**config.mk**
```make
export PLATFORM = sky130hd
export DESIGN_NAME = pong_vga_top
export DESIGN_NICKNAME = d
export VERILOG_FILES = /design/src/rtl/pong_pkg.sv /design/src/rtl/vga_timing.sv /design/src/rtl/pong_vga_top.sv
export SDC_FILE = /design/constraint.sdc
export NUM_CORES = 1
export LEC_CHECK = 0
export CAP_MARGIN = 20
export CORE_ASPECT_RATIO = 0.5
export CORE_MARGIN = 2
export CORE_UTILIZATION = 60
export DETAILED_ROUTE_END_ITERATION = 8
export DONT_BUFFER_PORTS = 1
export GPL_TIMING_DRIVEN = 0
export PLACE_DENSITY = 0.87
export SKIP_LAST_GASP = 1
export SLEW_MARGIN = 10
export SYNTH_ARGS = -nofsm -noshare
export SYNTH_HDL_FRONTEND = slang
export SYNTH_HIERARCHICAL = 1
export SYNTH_SLANG_ARGS = --single-unit
```
**constraint.sdc**
```tcl
create_clock -name clk -period 11.29 [get_ports clk]
set_input_delay 0 -clock clk [delete_from_list [all_inputs] [get_ports clk]]
set_output_delay 0 -clock clk [all_outputs]
set_load 0.02 [all_outputs]
```
**src/rtl/pong_pkg.sv**
```systemverilog
// Shared constants, types and helpers for the VGA Pong design.
package pong_pkg;

  // Default 640x480@60 raster.
  localparam int unsigned VgaHVisible = 640;
  localparam int unsigned VgaHFp      = 16;
  localparam int unsigned VgaHSync    = 96;
  localparam int unsigned VgaHBp      = 48;
  localparam int unsigned VgaVVisible = 480;
  localparam int unsigned VgaVFp      = 10;
  localparam int unsigned VgaVSync    = 2;
  localparam int unsigned VgaVBp      = 33;

  localparam int unsigned BallSize  = 8;
  localparam int unsigned PadW      = 8;
  localparam int unsigned PadH      = 64;
  localparam int unsigned BallSpeed = 2;
  localparam int unsigned PadSpeed  = 2;

  localparam int unsigned CoordW = 10;
  localparam int unsigned RgbW   = 12;

  localparam logic [RgbW-1:0] ColBlank  = 12'h000;
  localparam logic [RgbW-1:0] ColBall   = 12'hFFF;
  localparam logic [RgbW-1:0] ColPaddle = 12'h0F0;

  typedef logic [CoordW-1:0]        coord_t;
  typedef logic signed [CoordW:0]   scoord_t;

  typedef enum logic [1:0] {PixBlank, PixBack, PixPaddle, PixBall} pix_kind_e;

  // True when p lies in [lo, lo+len); widened so lo+len cannot wrap.
  function automatic logic in_span(coord_t p, coord_t lo, int unsigned len);
    return ({1'b0, p} >= {1'b0, lo}) && ({1'b0, p} < ({1'b0, lo} + (CoordW + 1)'(len)));
  endfunction

endpackage

```
**src/rtl/vga_timing.sv**
```systemverilog
// Raster counters, raw syncs, active-video flag and per-frame start strobe.
module vga_timing
  import pong_pkg::*;
#(
  parameter int unsigned HVisible = VgaHVisible,
  parameter int unsigned HFp      = VgaHFp,
  parameter int unsigned HSync    = VgaHSync,
  parameter int unsigned HBp      = VgaHBp,
  parameter int unsigned VVisible = VgaVVisible,
  parameter int unsigned VFp      = VgaVFp,
  parameter int unsigned VSync    = VgaVSync,
  parameter int unsigned VBp      = VgaVBp
) (
  input  logic              clk_i,
  input  logic              rst_ni,
  input  logic              pix_en_i,
  output logic [CoordW-1:0] h_count_o,
  output logic [CoordW-1:0] v_count_o,
  output logic              h_sync_o,
  output logic              v_sync_o,
  output logic              active_o,
  output logic              frame_start_o
);

  localparam coord_t HLast      = CoordW'(HVisible + HFp + HSync + HBp - 1);
  localparam coord_t VLast      = CoordW'(VVisible + VFp + VSync + VBp - 1);
  localparam coord_t HAct       = CoordW'(HVisible);
  localparam coord_t VAct       = CoordW'(VVisible);
  localparam coord_t HSyncStart = CoordW'(HVisible + HFp);
  localparam coord_t HSyncEnd   = CoordW'(HVisible + HFp + HSync);
  localparam coord_t VSyncStart = CoordW'(VVisible + VFp);
  localparam coord_t VSyncEnd   = CoordW'(VVisible + VFp + VSync);

  coord_t h_q, h_d, v_q, v_d;

  always_comb begin
    h_d = h_q;
    v_d = v_q;
    if (pix_en_i) begin
      if (h_q == HLast) begin
        h_d = '0;
        v_d = (v_q == VLast) ? '0 : v_q + CoordW'(1);
      end else begin
        h_d = h_q + CoordW'(1);
      end
    end
  end

  always_ff @(posedge clk_i or negedge rst_ni) begin
    if (!rst_ni) begin
      h_q <= '0;
      v_q <= '0;
    end else begin
      h_q <= h_d;
      v_q <= v_d;
    end
  end

  assign h_count_o     = h_q;
  assign v_count_o     = v_q;
  assign h_sync_o      = !((h_q >= HSyncStart) && (h_q < HSyncEnd));
  assign v_sync_o      = !((v_q >= VSyncStart) && (v_q < VSyncEnd));
  assign active_o      = (h_q < HAct) && (v_q < VAct);
  // Held for a whole pixel tick because the counters only move on pix_en.
  assign frame_start_o = (h_q == '0) && (v_q == VAct);

endmodule

```
**src/rtl/pong_vga_top.sv**
```systemverilog
// VGA Pong top: 25 MHz pixel enable, per-frame ball/paddle update and registered renderer.
module pong_vga_top
  import pong_pkg::*;
#(
  parameter int unsigned HVisible = VgaHVisible,
  parameter int unsigned HFp      = VgaHFp,
  parameter int unsigned HSync    = VgaHSync,
  parameter int unsigned HBp      = VgaHBp,
  parameter int unsigned VVisible = VgaVVisible,
  parameter int unsigned VFp      = VgaVFp,
  parameter int unsigned VSync    = VgaVSync,
  parameter int unsigned VBp      = VgaVBp,
  parameter int unsigned PaddleH  = PadH
) (
  input  logic            clk,
  input  logic            reset_in,
  output logic            h_sync,
  output logic            v_sync,
  output logic [RgbW-1:0] rgb
);

  localparam coord_t  BallX0 = CoordW'(HVisible / 2);
  localparam coord_t  BallY0 = CoordW'(VVisible / 2);
  localparam coord_t  PadY0  = CoordW'(VVisible / 2);
  localparam coord_t  PadX   = '0;
  localparam scoord_t Zero   = '0;
  localparam scoord_t XMax   = scoord_t'(HVisible - BallSize);
  localparam scoord_t XMin   = scoord_t'(PadW);
  localparam scoord_t YMax   = scoord_t'(VVisible - BallSize);
  localparam scoord_t PadMax = scoord_t'(VVisible - PaddleH);
  localparam scoord_t PadOfs = scoord_t'(PaddleH / 2 - BallSize / 2);
  localparam scoord_t BSpd   = scoord_t'(BallSpeed);
  localparam scoord_t PSpd   = scoord_t'(PadSpeed);

  logic   clk_25;
  logic   pix_en;
  coord_t h_count, v_count;
  logic   h_sync_raw, v_sync_raw, active, frame_start;

  always_ff @(posedge clk or negedge reset_in) begin
    if (!reset_in) clk_25 <= 1'b0;
    else           clk_25 <= ~clk_25;
  end

  assign pix_en = clk_25;

  vga_timing #(
    .HVisible(HVisible),
    .HFp     (HFp),
    .HSync   (HSync),
    .HBp     (HBp),
    .VVisible(VVisible),
    .VFp     (VFp),
    .VSync   (VSync),
    .VBp     (VBp)
  ) u_timing (
    .clk_i        (clk),
    .rst_ni       (reset_in),
    .pix_en_i     (pix_en),
    .h_count_o    (h_count),
    .v_count_o    (v_count),
    .h_sync_o     (h_sync_raw),
    .v_sync_o     (v_sync_raw),
    .active_o     (active),
    .frame_start_o(frame_start)
  );

  coord_t  ball_x_q, ball_x_d, ball_y_q, ball_y_d, paddle_y_q, paddle_y_d;
  scoord_t dx_q, dx_d, dy_q, dy_d;
  scoord_t next_x, next_y, pad_tgt, pad_diff;

  always_comb begin
    ball_x_d   = ball_x_q;
    ball_y_d   = ball_y_q;
    paddle_y_d = paddle_y_q;
    dx_d       = dx_q;
    dy_d       = dy_q;
    next_x     = $signed({1'b0, ball_x_q}) + dx_q;
    next_y     = $signed({1'b0, ball_y_q}) + dy_q;
    // Paddle chases the ball centre using the pre-update ball position.
    pad_tgt    = $signed({1'b0, ball_y_q}) - PadOfs;
    if (pad_tgt < Zero)        pad_tgt = Zero;
    else if (pad_tgt > PadMax) pad_tgt = PadMax;
    pad_diff   = pad_tgt - $signed({1'b0, paddle_y_q});

    if (pix_en && frame_start) begin
      if (next_x >= XMax) begin
        ball_x_d = coord_t'(XMax);
        dx_d     = -BSpd;
      end else if (dx_q[CoordW] && (next_x <= XMin)) begin
        ball_x_d = coord_t'(XMin);
        dx_d     = BSpd;
      end else begin
        ball_x_d = next_x[CoordW-1:0];
      end

      if (next_y >= YMax) begin
        ball_y_d = coord_t'(YMax);
        dy_d     = -BSpd;
      end else if (next_y <= Zero) begin
        ball_y_d = '0;
        dy_d     = BSpd;
      end else begin
        ball_y_d = next_y[CoordW-1:0];
      end

      if (pad_diff > PSpd)       paddle_y_d = paddle_y_q + coord_t'(PadSpeed);
      else if (pad_diff < -PSpd) paddle_y_d = paddle_y_q - coord_t'(PadSpeed);
      else                       paddle_y_d = pad_tgt[CoordW-1:0];
    end
  end

  always_ff @(posedge clk or negedge reset_in) begin
    if (!reset_in) begin
      ball_x_q   <= BallX0;
      ball_y_q   <= BallY0;
      paddle_y_q <= PadY0;
      dx_q       <= BSpd;
      dy_q       <= BSpd;
    end else begin
      ball_x_q   <= ball_x_d;
      ball_y_q   <= ball_y_d;
      paddle_y_q <= paddle_y_d;
      dx_q       <= dx_d;
      dy_q       <= dy_d;
    end
  end

  pix_kind_e       pix_kind;
  logic [RgbW-1:0] rgb_d, rgb_q;
  logic            h_sync_q, v_sync_q;

  always_comb begin
    pix_kind = PixBlank;
    if (active) begin
      pix_kind = PixBack;
      if (in_span(h_count, ball_x_q, BallSize) && in_span(v_count, ball_y_q, BallSize)) begin
        pix_kind = PixBall;
      end else if (in_span(h_count, PadX, PadW) && in_span(v_count, paddle_y_q, PaddleH)) begin
        pix_kind = PixPaddle;
      end
    end
    case (pix_kind)
      PixBall:   rgb_d = ColBall;
      PixPaddle: rgb_d = ColPaddle;
      default:   rgb_d = ColBlank;
    endcase
  end

  // Syncs go through the same register stage as rgb to stay pixel-aligned.
  always_ff @(posedge clk or negedge reset_in) begin
    if (!reset_in) begin
      rgb_q    <= ColBlank;
      h_sync_q <= 1'b1;
      v_sync_q <= 1'b1;
    end else if (pix_en) begin
      rgb_q    <= rgb_d;
      h_sync_q <= h_sync_raw;
      v_sync_q <= v_sync_raw;
    end
  end

  assign rgb    = rgb_q;
  assign h_sync = h_sync_q;
  assign v_sync = v_sync_q;

endmodule

```
==> summary.md <==
| Metric | Value |
|---|---|
| Via count | 5411 |
| Num rows | 25 |
| Kind of end point of the critical path | flip-flop |
| WL/cell | 16.7 um |
| Clock latency on the worst-skew pair | 0.30 ns |
| Top_reg_cell synth | dfrtp_1 |
| Post-DP HPWL | 10700 um |
| Number of max-cap violations | 0 |
| Final setup fails | 0 |
| R2r setup slk | 6.20 ns |
| Final wirelength | 14100 um |
| Final cell count without fillers | 846 |
| Ys Warns | 6 |
| Area growth syn-to-layout | 5.80% |
| Final Hold Viols | 0 |
| Clk slew on worst S/H paths | 0.07 ns |
| Minimum clock period | 5.09 ns |
| Fin util | 65.8% |
| Detailed Routing Iterations Pass 1 | 5 |
| Startpoint types | flip-flop |
| Crit path DAT | 5.31 ns |
| Avg Cell Area, Syn | 8.43 um^2 |
| Synthesized area | 5910 um^2 |
| Routed vias/inst | 6.40 |
| Seq cells post-synth | 55 |
| Commonest non-fill, non-tap cell in the layout | ha_1 |
| CTS tree | built |
| Global-route wire length before repair | 23800 um |
| Netlist cell types | 75 |
| Initial Utilization | 62.2% |
| Power Internal | 283 uW |
| Die Ht | 74.2 um |
| Net count of the mapped netlist | 792 |
| Full die area | 10700 um^2 |
| NetSw | 78.4 uW |
| Worst slew pin tran | 0.755 ns |
| Worst Path Required | 11.51 ns |
| Crit-path most repeated cell | nor4_1 |
| Leak Pwr | 0.00277 uW |
| Ant diodes | 0 |
| Initial antenna violation count | 0 |
| Crit-path max FO | 10 |
| GP Congestion | 0.925 |
| Core area | 9510 um^2 |
| DIE WIDTH | 144 um |
| Port Buf Inserts | 0 |
| Sw frac | 21.7% |
| Post-Place Cells | 836 |
| Vias in the first global route | 5136 |
| Clock skew | 0.00608 ns |
| Nets | 801 |
| Setup TNS | 0 ns |
| Drt initial violations | 415 |
| Sequential share of the synthesized area | 23.5% |
| GRT Resource Usage Total | 27.8% |
| Setup Buffers After CTS | 0 |
| Most frequent cells in the layout | ha_1, inv_1, nor2_1 |
| Slowest CP cell | or4_4 |
| Htree depth | 2 |
| Async S/R FF share, synth | 100% |
| Pin count of the biggest net entering global routing | 56 |
| Tot Pwr | 362 uW |
| Ratio of cells with drive above 1 in the final layout | 7.59% |
| Post-Synthesis Cells | 701 |
| Clk sinks | 55 |
| RSZ-0062 raised after global routing | no |
| Peak VDD IR | 0.0448 mV |
| CTS Buffer Depth | 2 |
| I/O pins | 16 |
| Sequential Power Share | 54.5% |
| Clk root buf | clkbuf_16 |
| Power per cell area | 57.8 nW/um^2 |
| Worst rel slew slack | 49.7% |
| Period Utilization, post-route | 45.1% |
| Grt total ovfl | 0 |
| Final Slew Violations | 0 |
| Number of flops mapped to enable cells by yosys | 0 |
| CP Class | reg2reg |
| Number of buffers created by CTS | 5 |
| Outcome | finished, final reports clean |
| # DRC | 0 |
| Antenna-violating nets left | 0 |
| Max incr delay on CP | 0.55 ns |
| Hold Path Class | in2async |
| Clock power share | 42.5% |
| Comb power frac | 3.0% |
| Crit-path cells | clkbuf_1 > inv_1 > nor4_1 > nor4_1 > a31oi_1 > o31ai_1 > o22a_1 > nor2_1 > ha_1 > a211o_1 > a21oi_2 > o21ai_4 > xnor2_1 > or4_4 > o21ai_2 > mux2_2 > a221o_1 |
| Max frequency | 197 MHz |
==> path summary, 6_finish.rpt <==
path,start,to,cells after the start
max,ball_y_q[5],paddle_y_q[6],17
min,reset_in,paddle_y_q[0],2
max in group asynchronous,reset_in,h_sync,2
min in group clk,ball_y_q[7],ball_y_q[7],2
max reg2reg,ball_y_q[5],paddle_y_q[6],17
min reg2reg,ball_y_q[7],ball_y_q[7],2
==> state kept, by name, summed over array words and instances, names as in the netlist <==
| name | count |
|---|---|
| clk_25 | 1 |
| rgb | 2 |
| dy_q | 1 |
| paddle_y_q | 10 |
| u_timing/v_count_o | 10 |
| h_sync | 1 |
| u_timing/h_count_o | 10 |
| ball_x_q | 9 |
| v_sync | 1 |
| ball_y_q | 9 |
| dx_q | 1 |
==> power by group through the flow <==
stage	Clock (uW)	Sequential, uW	Combinational, uW
after detailed placement	0	201	5.49
after floorplan	0	201	4.52
after CTS	155	197	11.1
final	154	197	10.9
after global placement	0	201	5.42
after global routing	163	197	12.3
==> synth_stat cells, drive strengths merged (4+ instances only) <==
master	instances	area share (%)
a2111oi	5	1.1
a211oi	6	0.76
a21o	11	1.4
a21oi	45	3.9
a22o	5	0.74
a22oi	10	1.3
a31oi	8	0.95
a32o	4	0.68
and2	6	0.63
and3	13	1.4
and4	4	0.61
buf	14	1.6
clkbuf	10	0.63
dfrtp	43	18
dfstp	12	5.3
ha	86	18
inv	56	3.6
mux2	8	1.5
nand2	45	2.9
nand2b	8	0.85
nand3	26	2.2
nand4	13	1.4
nor2	49	3.1
nor2b	8	0.85
nor3	16	1.4
nor4	10	1.1
o211ai	12	1.5
o21a	9	1.1
o21ai	47	4.4
o31ai	4	0.51
or3	8	0.85
or4	4	0.57
xnor2	34	5.0
xor2	12	1.8
==> area by class of cell <==
| type | instances | area, um^2 |
|---|---|---|
| Inverter | 56 | 210 |
| Tap cell | 135 | 169 |
| Multi-Input combinational cell | 566 | 4180 |
| Fill cell | 776 | 3250 |
| Buffer | 24 | 133 |
| Timing Repair Buffer | 2 | 37.5 |
| Clock buffer | 8 | 136 |
| Sequential cell | 55 | 1390 |
==> per-stage QoR <==
stage               hold slack [ns]  setup WS [ns]  cell area [um^2]
floorplan                    -0.296           6.88              5910
global placement             -0.294           6.42              6080
detailed placement           -0.294           6.28              6080
CTS                           0.223           6.27              6250
global route                  0.236           5.94              6250
finish                        0.210           6.20              6250
==> per-layer routing <==
layer  GRT usage [%]  share of wire (%)  vias up
li1                -                  -     2601
met5               0                  0        -
met4            9.06                1.7        0
met2            47.4                 47      195
met1            37.9                 45     2595
met3            3.22                6.4       20
==> repair_timing <==
action / in CTS / in global routing
gates resized for setup: 0 / 0
endpoints found under the setup margin: 0 / 0
hold endpoints to repair: 55 / 0
hold buffers: 2 / 0
==> worst max-delay path: cells and delay by family, from the launching register on <==
family / cells / cell delay (ns)
compound gates: 8 / 1.86
simple gates: 4 / 1.12
buf+inv: 2 / 0.62
flops: 1 / 0.54
mux: 1 / 0.39
fa+ha+maj: 1 / 0.33
xor+xnor: 1 / 0.15
==> logic make-up (layout without fill, tap and decap cells) <==
family	count (synthesis)	in the layout	synth area share (%)
buf+inv	80	90	5.80
compound gates	199	199	23.2
flops	55	55	23.5
other cells	2	2	0.127
simple gates	219	219	19.3
mux	11	11	2.03
fa+ha+maj	89	89	19.2
xor+xnor	46	46	6.81
(Power assumes the default switching activity.)
